<file path="src/rtl/pe_out_requant_pack.sv">
// rtl/pe_out_requant_pack.sv - requantize PE sums to 8-bit activations, pack 4 per word, buffer in a FIFO (option: REQUANT_ROUND_EN)
module pe_out_requant_pack #(
    parameter int IN_BITS    = 32,
    parameter int ACT_BITS   = 8,
    parameter int PACK_NUM   = 4,
    parameter int MULT_BITS  = 16,
    parameter int SHIFT_BITS = 5,
    parameter int FIFO_DEPTH = 8
) (
    input  logic                              clk,
    input  logic                              reset,
    input  logic                              sum_valid,
    input  logic [IN_BITS-1:0]                sum_data,
    input  logic                              sum_last,
    input  logic [IN_BITS-1:0]                cfg_bias,
    input  logic [MULT_BITS-1:0]              cfg_mult,
    input  logic [SHIFT_BITS-1:0]             cfg_shift,
    output logic                              m_valid,
    input  logic                              m_ready,
    output logic [ACT_BITS*PACK_NUM-1:0]      m_data,
    output logic [PACK_NUM-1:0]               m_keep,
    output logic                              m_last,
    output logic                              overflow,
    output logic [$clog2(FIFO_DEPTH):0]       fifo_count
);

    localparam int A_W   = IN_BITS + 1;
    localparam int P_W   = A_W + MULT_BITS + 1;
    localparam int W_W   = ACT_BITS * PACK_NUM;
    localparam int PTR_W = $clog2(FIFO_DEPTH);
    localparam int CNT_W = PTR_W + 1;
    localparam int IDX_W = (PACK_NUM > 1) ? $clog2(PACK_NUM) : 1;

    // pipeline registers
    logic                       r_s1_valid, r_s2_valid, r_s3_valid, r_s4_valid;
    logic                       r_s1_last,  r_s2_last,  r_s3_last,  r_s4_last;
    logic signed [A_W-1:0]      r_s1_a;
    logic signed [P_W-1:0]      r_s2_p;
    logic signed [P_W-1:0]      r_s3_r;
    logic [ACT_BITS-1:0]        r_s4_q;

    // packer state
    logic [IDX_W-1:0]           r_idx;
    logic [W_W-1:0]             r_lanes;
    logic [PACK_NUM-1:0]        r_keep;

    // FIFO state
    logic [W_W-1:0]             r_mem_data [FIFO_DEPTH];
    logic [PACK_NUM-1:0]        r_mem_keep [FIFO_DEPTH];
    logic                       r_mem_last [FIFO_DEPTH];
    logic [PTR_W-1:0]           r_wr_ptr, r_rd_ptr;
    logic [CNT_W-1:0]           r_count;
    logic                       r_overflow;

    logic signed [P_W-1:0]      w_a_ext, w_m_ext, w_rnd, w_sum3;
    logic [ACT_BITS-1:0]        w_clamp;
    logic [W_W-1:0]             w_lanes;
    logic [PACK_NUM-1:0]        w_keep;
    logic                       w_push, w_pop, w_wr;

    assign w_a_ext = P_W'(r_s1_a);
    assign w_m_ext = $signed(P_W'({1'b0, cfg_mult}));
    assign w_sum3  = r_s2_p + w_rnd;

`ifdef REQUANT_ROUND_EN
    // round half up: add half an LSB of the shifted result before shifting
    always_comb begin
        w_rnd = '0;
        if (cfg_shift != '0) begin
            w_rnd[cfg_shift - 1'b1] = 1'b1;
        end
    end
`else
    // plain arithmetic shift truncates toward negative infinity
    always_comb begin
        w_rnd = '0;
    end
`endif

    // saturate the shifted value into the unsigned activation range
    always_comb begin
        w_clamp = r_s3_r[ACT_BITS-1:0];
        if (r_s3_r[P_W-1]) begin
            w_clamp = '0;
        end else if (|r_s3_r[P_W-2:ACT_BITS]) begin
            w_clamp = '1;
        end
    end

    // four-stage arithmetic pipeline; valid/last ride alongside the data
    always_ff @(posedge clk) begin
        if (reset) begin
            r_s1_valid <= 1'b0;
            r_s2_valid <= 1'b0;
            r_s3_valid <= 1'b0;
            r_s4_valid <= 1'b0;
            r_s1_last  <= 1'b0;
            r_s2_last  <= 1'b0;
            r_s3_last  <= 1'b0;
            r_s4_last  <= 1'b0;
            r_s1_a     <= '0;
            r_s2_p     <= '0;
            r_s3_r     <= '0;
            r_s4_q     <= '0;
        end else begin
            r_s1_valid <= sum_valid;
            r_s1_last  <= sum_valid & sum_last;
            r_s1_a     <= $signed({sum_data[IN_BITS-1], sum_data}) + $signed({cfg_bias[IN_BITS-1], cfg_bias});
            r_s2_valid <= r_s1_valid;
            r_s2_last  <= r_s1_last;
            r_s2_p     <= w_a_ext * w_m_ext;
            r_s3_valid <= r_s2_valid;
            r_s3_last  <= r_s2_last;
            r_s3_r     <= w_sum3 >>> cfg_shift;
            r_s4_valid <= r_s3_valid;
            r_s4_last  <= r_s3_last;
            r_s4_q     <= w_clamp;
        end
    end

    // merge the incoming byte into the current word and decide whether it is complete
    always_comb begin
        w_lanes = r_lanes;
        w_keep  = r_keep;
        w_push  = 1'b0;
        if (r_s4_valid) begin
            for (int i = 0; i < PACK_NUM; i++) begin
                if (r_idx == IDX_W'(i)) begin
                    w_lanes[i*ACT_BITS +: ACT_BITS] = r_s4_q;
                    w_keep[i] = 1'b1;
                end
            end
            w_push = (r_idx == IDX_W'(PACK_NUM - 1)) || r_s4_last;
        end
    end

    // packer restarts at lane 0 after every push, accepted or dropped
    always_ff @(posedge clk) begin
        if (reset) begin
            r_idx   <= '0;
            r_lanes <= '0;
            r_keep  <= '0;
        end else if (r_s4_valid) begin
            if (w_push) begin
                r_idx   <= '0;
                r_lanes <= '0;
                r_keep  <= '0;
            end else begin
                r_idx   <= r_idx + IDX_W'(1);
                r_lanes <= w_lanes;
                r_keep  <= w_keep;
            end
        end
    end

    // a full FIFO still takes a word if the head leaves in the same cycle
    assign w_pop = (r_count != '0) && m_ready;
    assign w_wr  = w_push && ((r_count < CNT_W'(FIFO_DEPTH)) || w_pop);

    // FIFO storage needs no reset; contents are only visible while count is non-zero
    always_ff @(posedge clk) begin
        if (w_wr) begin
            r_mem_data[r_wr_ptr] <= w_lanes;
            r_mem_keep[r_wr_ptr] <= w_keep;
            r_mem_last[r_wr_ptr] <= r_s4_last;
        end
    end

    // FIFO pointers, occupancy and sticky drop flag
    always_ff @(posedge clk) begin
        if (reset) begin
            r_wr_ptr   <= '0;
            r_rd_ptr   <= '0;
            r_count    <= '0;
            r_overflow <= 1'b0;
        end else begin
            if (w_wr) begin
                r_wr_ptr <= r_wr_ptr + PTR_W'(1);
            end
            if (w_pop) begin
                r_rd_ptr <= r_rd_ptr + PTR_W'(1);
            end
            if (w_wr && !w_pop) begin
                r_count <= r_count + CNT_W'(1);
            end else if (!w_wr && w_pop) begin
                r_count <= r_count - CNT_W'(1);
            end
            if (w_push && !w_wr) begin
                r_overflow <= 1'b1;
            end
        end
    end

    assign m_valid    = (r_count != '0);
    assign m_data     = m_valid ? r_mem_data[r_rd_ptr] : '0;
    assign m_keep     = m_valid ? r_mem_keep[r_rd_ptr] : '0;
    assign m_last     = m_valid ? r_mem_last[r_rd_ptr] : 1'b0;
    assign overflow   = r_overflow;
    assign fifo_count = r_count;

endmodule

</file>
<file path="config.mk">
export PLATFORM = sky130hd
export DESIGN_NAME = pe_out_requant_pack
export DESIGN_NICKNAME = d
export VERILOG_FILES = /design/src/rtl/pe_out_requant_pack.sv
export SDC_FILE = /design/constraint.sdc
export NUM_CORES = 2
export LEC_CHECK = 0
export BUFFER_PORTS_ARGS = -buffer_cell sky130_fd_sc_hd__buf_2
export CORE_UTILIZATION = 50
export CTS_CLUSTER_DIAMETER = 120
export CTS_CLUSTER_SIZE = 40
export DETAILED_ROUTE_END_ITERATION = 7
export PLACE_DENSITY = 0.66
export SYNTH_ARGS = -nofsm -noshare
export SYNTH_HDL_FRONTEND = slang
export SYNTH_SLANG_ARGS = --single-unit
</file>
<file path="constraint.sdc">
create_clock -name clk -period 10.4 [get_ports clk]
set_input_delay 2.08 -clock clk [delete_from_list [all_inputs] [get_ports clk]]
set_output_delay 2.08 -clock clk [all_outputs]
set_load 0.1 [all_outputs]
</file>
Word level (Yosys, flattened, before mapping):

Memory sizes are Yosys's and may differ from the RTL's. A register that Yosys moved wholly into a read port is not among the register bits.
Cells that the tools add are included.

* flip-flop bits (word level): 198
* bits in writable memories: 296
* word-level logic and storage cells: 77
* memories kept: 3

* add/sub/neg operators: 6
* multipliers: 1
* $lt $le $gt $ge: 1
* equal/unequal tests: 3
* shift-type cells: 1
* mux-type cells: 28
* bitwise operators: 1
* reductions and logical operators: 14

Memory list
* r_mem_data: words 8, width 32, rd ports 1, clocked after Yosys merged registers in 1, wr ports 1, RTL line 48 `logic [W_W-1:0] r_mem_data [FIFO_DEPTH];`
* r_mem_keep: words 8, width 4, rd ports 1, clocked after Yosys merged registers in 1, wr ports 1, RTL line 49 `logic [PACK_NUM-1:0] r_mem_keep [FIFO_DEPTH];`
* r_mem_last: words 8, width 1, rd ports 1, clocked after Yosys merged registers in 1, wr ports 1, RTL line 50 `logic r_mem_last [FIFO_DEPTH];`

Operators by type and width (number)
* $mux W32: 3
* $mul A33 B17 Y50: 1
* $sshr A50 B5 Y50: 1
* $reduce_or A41 Y1: 1
* $mux W8: 5
* $add A32 B32 Y33: 1
* $mux W4: 5
* $mux W3: 6
* $mux W1: 8
* $add A3 B1 Y3 const B: 2
* $logic_and A1 B1 Y1: 5
* $add A4 B1 Y4 const B: 1
* $eq A2 B2 Y1 const B: 2
* $lt A4 B4 Y1 const B: 1
* $reduce_bool A4 Y1: 1
* $sub A4 B1 Y4 const B: 1
* $add A2 B1 Y2 const B: 1
* $eq A2 B1 Y1 const B: 1
* $logic_not A1 Y1: 2
* $logic_not A2 Y1: 1
* $logic_or A1 B1 Y1: 2
* $mux W2: 1
* $reduce_bool A2 Y1: 1
* $reduce_or A2 Y1: 1
* $and A1 B1 Y1: 1

Logic depth before layout (Yosys ltp):

* depth after elaboration: 8
* gate-level depth with buffers: 24

Worst setup path before layout:

No wires, ideal clock.

* path kind: input to register
* start: input port cfg_mult[2]
* end: register r_s2_p[48]
* setup time: 0.121 ns
* arrival time: 7.837 ns
* data required time: 10.279 ns
* path slack: 2.442 ns
* stages on the path: 22
* buffers on the path: 2
* cell sequence: clkbuf_1 -> nand2_1 -> inv_1 -> fa_1 -> fa_1 -> fa_1 -> fa_1 -> fa_1 -> inv_1 -> fa_1 -> inv_1 -> ha_1 -> clkbuf_1 -> a21o_1 -> a21o_1 -> a21o_1 -> a21oi_1 -> nor2b_1 -> o21ai_0 -> nand2b_1 -> a221oi_2 -> mux2_2

* longest elaborated chain between the ends: 1

RTL lines
* from (decl): RTL line 16 `input logic [MULT_BITS-1:0] cfg_mult,`
* $mul A33 B17 Y50: RTL line 111 `r_s2_p <= w_a_ext * w_m_ext;`
* to (signal assigned): RTL line 111
* to (decl): RTL line 38 `logic signed [P_W-1:0] r_s2_p;`

No other way between the ends.
A chain may end at the register's enable or synchronous reset.

Final worst setup path:

* start: input port cfg_mult[8]
* end: register r_s2_p[47]

Same word-level chain as after synthesis.

==> impl_metrics.env <==
export IMPL_cp_max_fo=33
export IMPL_max_slew_worst_pin_slew_ns=1.11
export IMPL_highest_signal_layer="met4"
export IMPL_synth_edf_count=296
export IMPL_period_needed_ns=8.27
export IMPL_post_cts_resized_instances=0
export IMPL_pin_count_of_the_biggest_net_entering_global_routing=95
export IMPL_drt_pass1_iterations=5
export IMPL_post_placement_cell_area_sq_mm=0.0417
export IMPL_synth_seq_cells=497
export IMPL_rrSetupSlack_ns=3.33
export IMPL_io_pins=133
export IMPL_fin_crit_sh_pct=79.5
export IMPL_synthDistinctLibCells=76
export IMPL_outcome="completed"
export IMPL_floorplan_initialDensity_pct=50.7
export IMPL_fin_setup_tns_ns=0
export IMPL_yosys_most_used_dff="sky130_fd_sc_hd__edfxtp_1"
export IMPL_hpwl_um=68900
export IMPL_cts_repair_timing_setup_buffer_count=0
export IMPL_final_hold_violation_count=0
export IMPL_syn_area_per_cell_sq_um=10.7
export IMPL_synth_seq_area_share_pct=32.2
export IMPL_total_global_routing_overflow=0
export IMPL_clkLatencyLatePin_ns=0.62
export IMPL_cts_root_buffer_cell="sky130_fd_sc_hd__clkbuf_16"
export IMPL_port_buffer_count=132
export IMPL_final_nets=4488
export IMPL_relSlewSlack_pct=25.3
export IMPL_clk_path_buf_depth=3
export IMPL_met3_length_um=5290
export IMPL_routed_wirelength_um=93700
export IMPL_setup_repair_after_global_routing_missed_its_margin="false"
export IMPL_area_delta_synth_final_pct=5.92
export IMPL_die_footprint_sq_mm=0.0813
export IMPL_fp_dieW_um=285
export IMPL_post_synth_inst_count=3729
export IMPL_grt_pass1_vias=27700
export IMPL_fp_dieH_um=285
export IMPL_synth_area_sq_mm=0.0401
export IMPL_postLayoutCoreUtil_pct=53.7
export IMPL_dr_first_iter_drc_count=1806
export IMPL_tritoncts="done"
export IMPL_cts_inserted_buffers=21
export IMPL_antenna_violations_before_repair=2
export IMPL_final_antenna_net_count=0
export IMPL_detailroute_via_count=26400
export IMPL_num_rows=103
export IMPL_met1_length_um=39600
export IMPL_synth_async_reset_ratio_pct=0
export IMPL_hp_class="reg2reg"
export IMPL_worst_clock_skew_ns=0.0551
export IMPL_synthesis_nets=4484
export IMPL_groute_usage_overall_pct=23.8
export IMPL_crit_type="in2reg"
export IMPL_post_drt_via_cell_ratio=5.49
export IMPL_global_route_wire_length_before_repair_um=152000
export IMPL_maxCapViolCount=0
export IMPL_gp_routability_congestion=0.905
export IMPL_cts_reportedPaths_clkPinSlew_ns=0.13
export IMPL_slew_viol_final=0
export IMPL_data_arrival_time_of_the_worst_path_ns=8.82
export IMPL_final_layout_size_suffix_gt1_share_pct=10.6
export IMPL_cp_end_kind="flip-flop"
export IMPL_route_detailed_drc=0
export IMPL_critical_path_required_ns=10.95
export IMPL_cts_max_level=1
export IMPL_cts_hold_repair_buffers=0
export IMPL_category_of_the_worst_setup_path_launch_point="input pin"
export IMPL_design_area_sq_mm=0.0425
export IMPL_drt_wl_cell_um=19.5
export IMPL_synth_warning_count=0
export IMPL_max_freq_mhz=121
export IMPL_met2_wirelength_um=46400
export IMPL_coreArea_sq_mm=0.0791
export IMPL_setup_violations=0
export IMPL_clock_sinks=497
==> routing by layer <==
metal  vias to the layer above  track usage [%]
li1                      12000                -
met1                     13500             31.4
met2                       721             41.0
met3                       134             3.61
met4                         0             6.23
met5                         -                0
==> registers in the layout (all words and copies together), names as in the netlist, 8 cells and up, named ones only <==
signal,flops
r_lanes,32
r_mem_data,256
r_mem_keep,32
r_mem_last,8
r_s1_a,33
r_s2_p,50
r_s3_r,50
r_s4_q,8
==> final timing paths <==
check                        start               endpoint  depth (start not counted)
min           r_s3_r[6]$_SDFF_PP0_   r_s4_q[6]$_SDFF_PP0_                          2
max                    cfg_mult[8]  r_s2_p[47]$_SDFF_PP0_                         21
max reg2reg  r_s1_a[12]$_SDFF_PP0_  r_s2_p[47]$_SDFF_PP0_                         20
min reg2reg   r_s3_r[6]$_SDFF_PP0_   r_s4_q[6]$_SDFF_PP0_                          2
==> cells by family after synthesis <==
| family | count (synthesis) | share of synthesized area [%] |
|---|---|---|
| compound gates | 350 | 5.70 |
| fa+ha+maj | 665 | 30.2 |
| xor+xnor | 70 | 1.53 |
| mux | 249 | 10.1 |
| flops | 497 | 32.2 |
| simple gates | 1100 | 12.7 |
| buf+inv | 798 | 7.51 |
==> critical path, stage by stage <==
cell,delay (ns)
sky130_fd_sc_hd__buf_2,0.64
sky130_fd_sc_hd__nand2_1,0.21
sky130_fd_sc_hd__fa_1,0.59
sky130_fd_sc_hd__inv_1,0.06
sky130_fd_sc_hd__fa_1,0.48
sky130_fd_sc_hd__fa_1,0.53
sky130_fd_sc_hd__fa_1,0.43
sky130_fd_sc_hd__fa_1,0.51
sky130_fd_sc_hd__inv_1,0.05
sky130_fd_sc_hd__fa_1,0.49
sky130_fd_sc_hd__inv_1,0.05
sky130_fd_sc_hd__ha_1,0.38
sky130_fd_sc_hd__nand4_1,0.21
sky130_fd_sc_hd__nor4_1,0.54
sky130_fd_sc_hd__nand2_1,0.15
sky130_fd_sc_hd__o211ai_1,0.22
sky130_fd_sc_hd__o21ai_1,0.19
sky130_fd_sc_hd__o31ai_1,0.47
sky130_fd_sc_hd__a21boi_1,0.20
sky130_fd_sc_hd__nor4_1,0.21
sky130_fd_sc_hd__a211o_1,0.13
==> cell usage in the layout (no fill, tap or decap), types with 45 or more instances in the layout <==
master	count
sky130_fd_sc_hd__nor2b_1	60
sky130_fd_sc_hd__ha_1	160
sky130_fd_sc_hd__edfxtp_1	296
sky130_fd_sc_hd__mux2_2	46
sky130_fd_sc_hd__nor2_1	251
sky130_fd_sc_hd__and2_1	204
sky130_fd_sc_hd__mux4_2	120
sky130_fd_sc_hd__buf_2	131
sky130_fd_sc_hd__dfxtp_1	198
sky130_fd_sc_hd__a21o_1	45
sky130_fd_sc_hd__mux2i_1	82
sky130_fd_sc_hd__inv_1	612
sky130_fd_sc_hd__fa_1	505
sky130_fd_sc_hd__nand2_1	454
sky130_fd_sc_hd__a21oi_1	125
sky130_fd_sc_hd__o21ai_0	59
==> final cells by class <==
class                   instances  area, sq um
multi-input cells            2434        24200
clock inverters                12          236
inverters                     616         2310
repair buffers                163          900
diodes                          1         2.50
well taps                    1050         1310
flip-flops and latches        497        12900
fillers                      6966        36700
clock buffers                  26          544
==> stage by stage <==
| step | worst slack, ns | cells | hold slack (ns) |
|---|---|---|---|
| floorplan | 2.44 | 3729 | 0.411 |
| global placement | 1.74 | 4760 | 0.416 |
| detailed placement | 1.60 | 4760 | 0.422 |
| CTS | 2.22 | 4798 | 0.441 |
| global route | 1.75 | 4798 | 0.454 |
| finish | 2.13 | 4799 | 0.439 |
==> synth_stat cells (11+ instances only) <==
library cell	n	area share, %
sky130_fd_sc_hd__and2_1	204	3.2
sky130_fd_sc_hd__nand3_1	25	0.31
sky130_fd_sc_hd__a211oi_1	23	0.43
sky130_fd_sc_hd__a21oi_1	125	1.6
sky130_fd_sc_hd__xnor2_1	42	0.92
sky130_fd_sc_hd__clkbuf_1	154	1.4
sky130_fd_sc_hd__mux4_2	120	6.7
sky130_fd_sc_hd__xor2_1	28	0.61
sky130_fd_sc_hd__mux2_2	46	1.3
sky130_fd_sc_hd__nand2b_1	11	0.17
sky130_fd_sc_hd__fa_1	505	25
sky130_fd_sc_hd__o21a_1	22	0.41
sky130_fd_sc_hd__nand2_1	454	4.3
sky130_fd_sc_hd__nor4_1	13	0.20
sky130_fd_sc_hd__buf_1	17	0.16
sky130_fd_sc_hd__nor3_1	19	0.24
sky130_fd_sc_hd__a31oi_1	12	0.19
sky130_fd_sc_hd__mux2i_1	82	2.0
sky130_fd_sc_hd__and3_1	18	0.28
sky130_fd_sc_hd__a21o_1	45	0.84
sky130_fd_sc_hd__inv_1	613	5.7
sky130_fd_sc_hd__o21ai_0	59	0.74
sky130_fd_sc_hd__dfxtp_1	201	10
sky130_fd_sc_hd__edfxtp_1	296	22
sky130_fd_sc_hd__nor2_1	257	2.4
sky130_fd_sc_hd__nand4_1	16	0.25
sky130_fd_sc_hd__nor2b_1	60	0.94
sky130_fd_sc_hd__ha_1	160	5.0
Power is left out: the tool's default activity adds up to more than one toggle a clock period on the data nets, which glitch-free logic cannot reach.
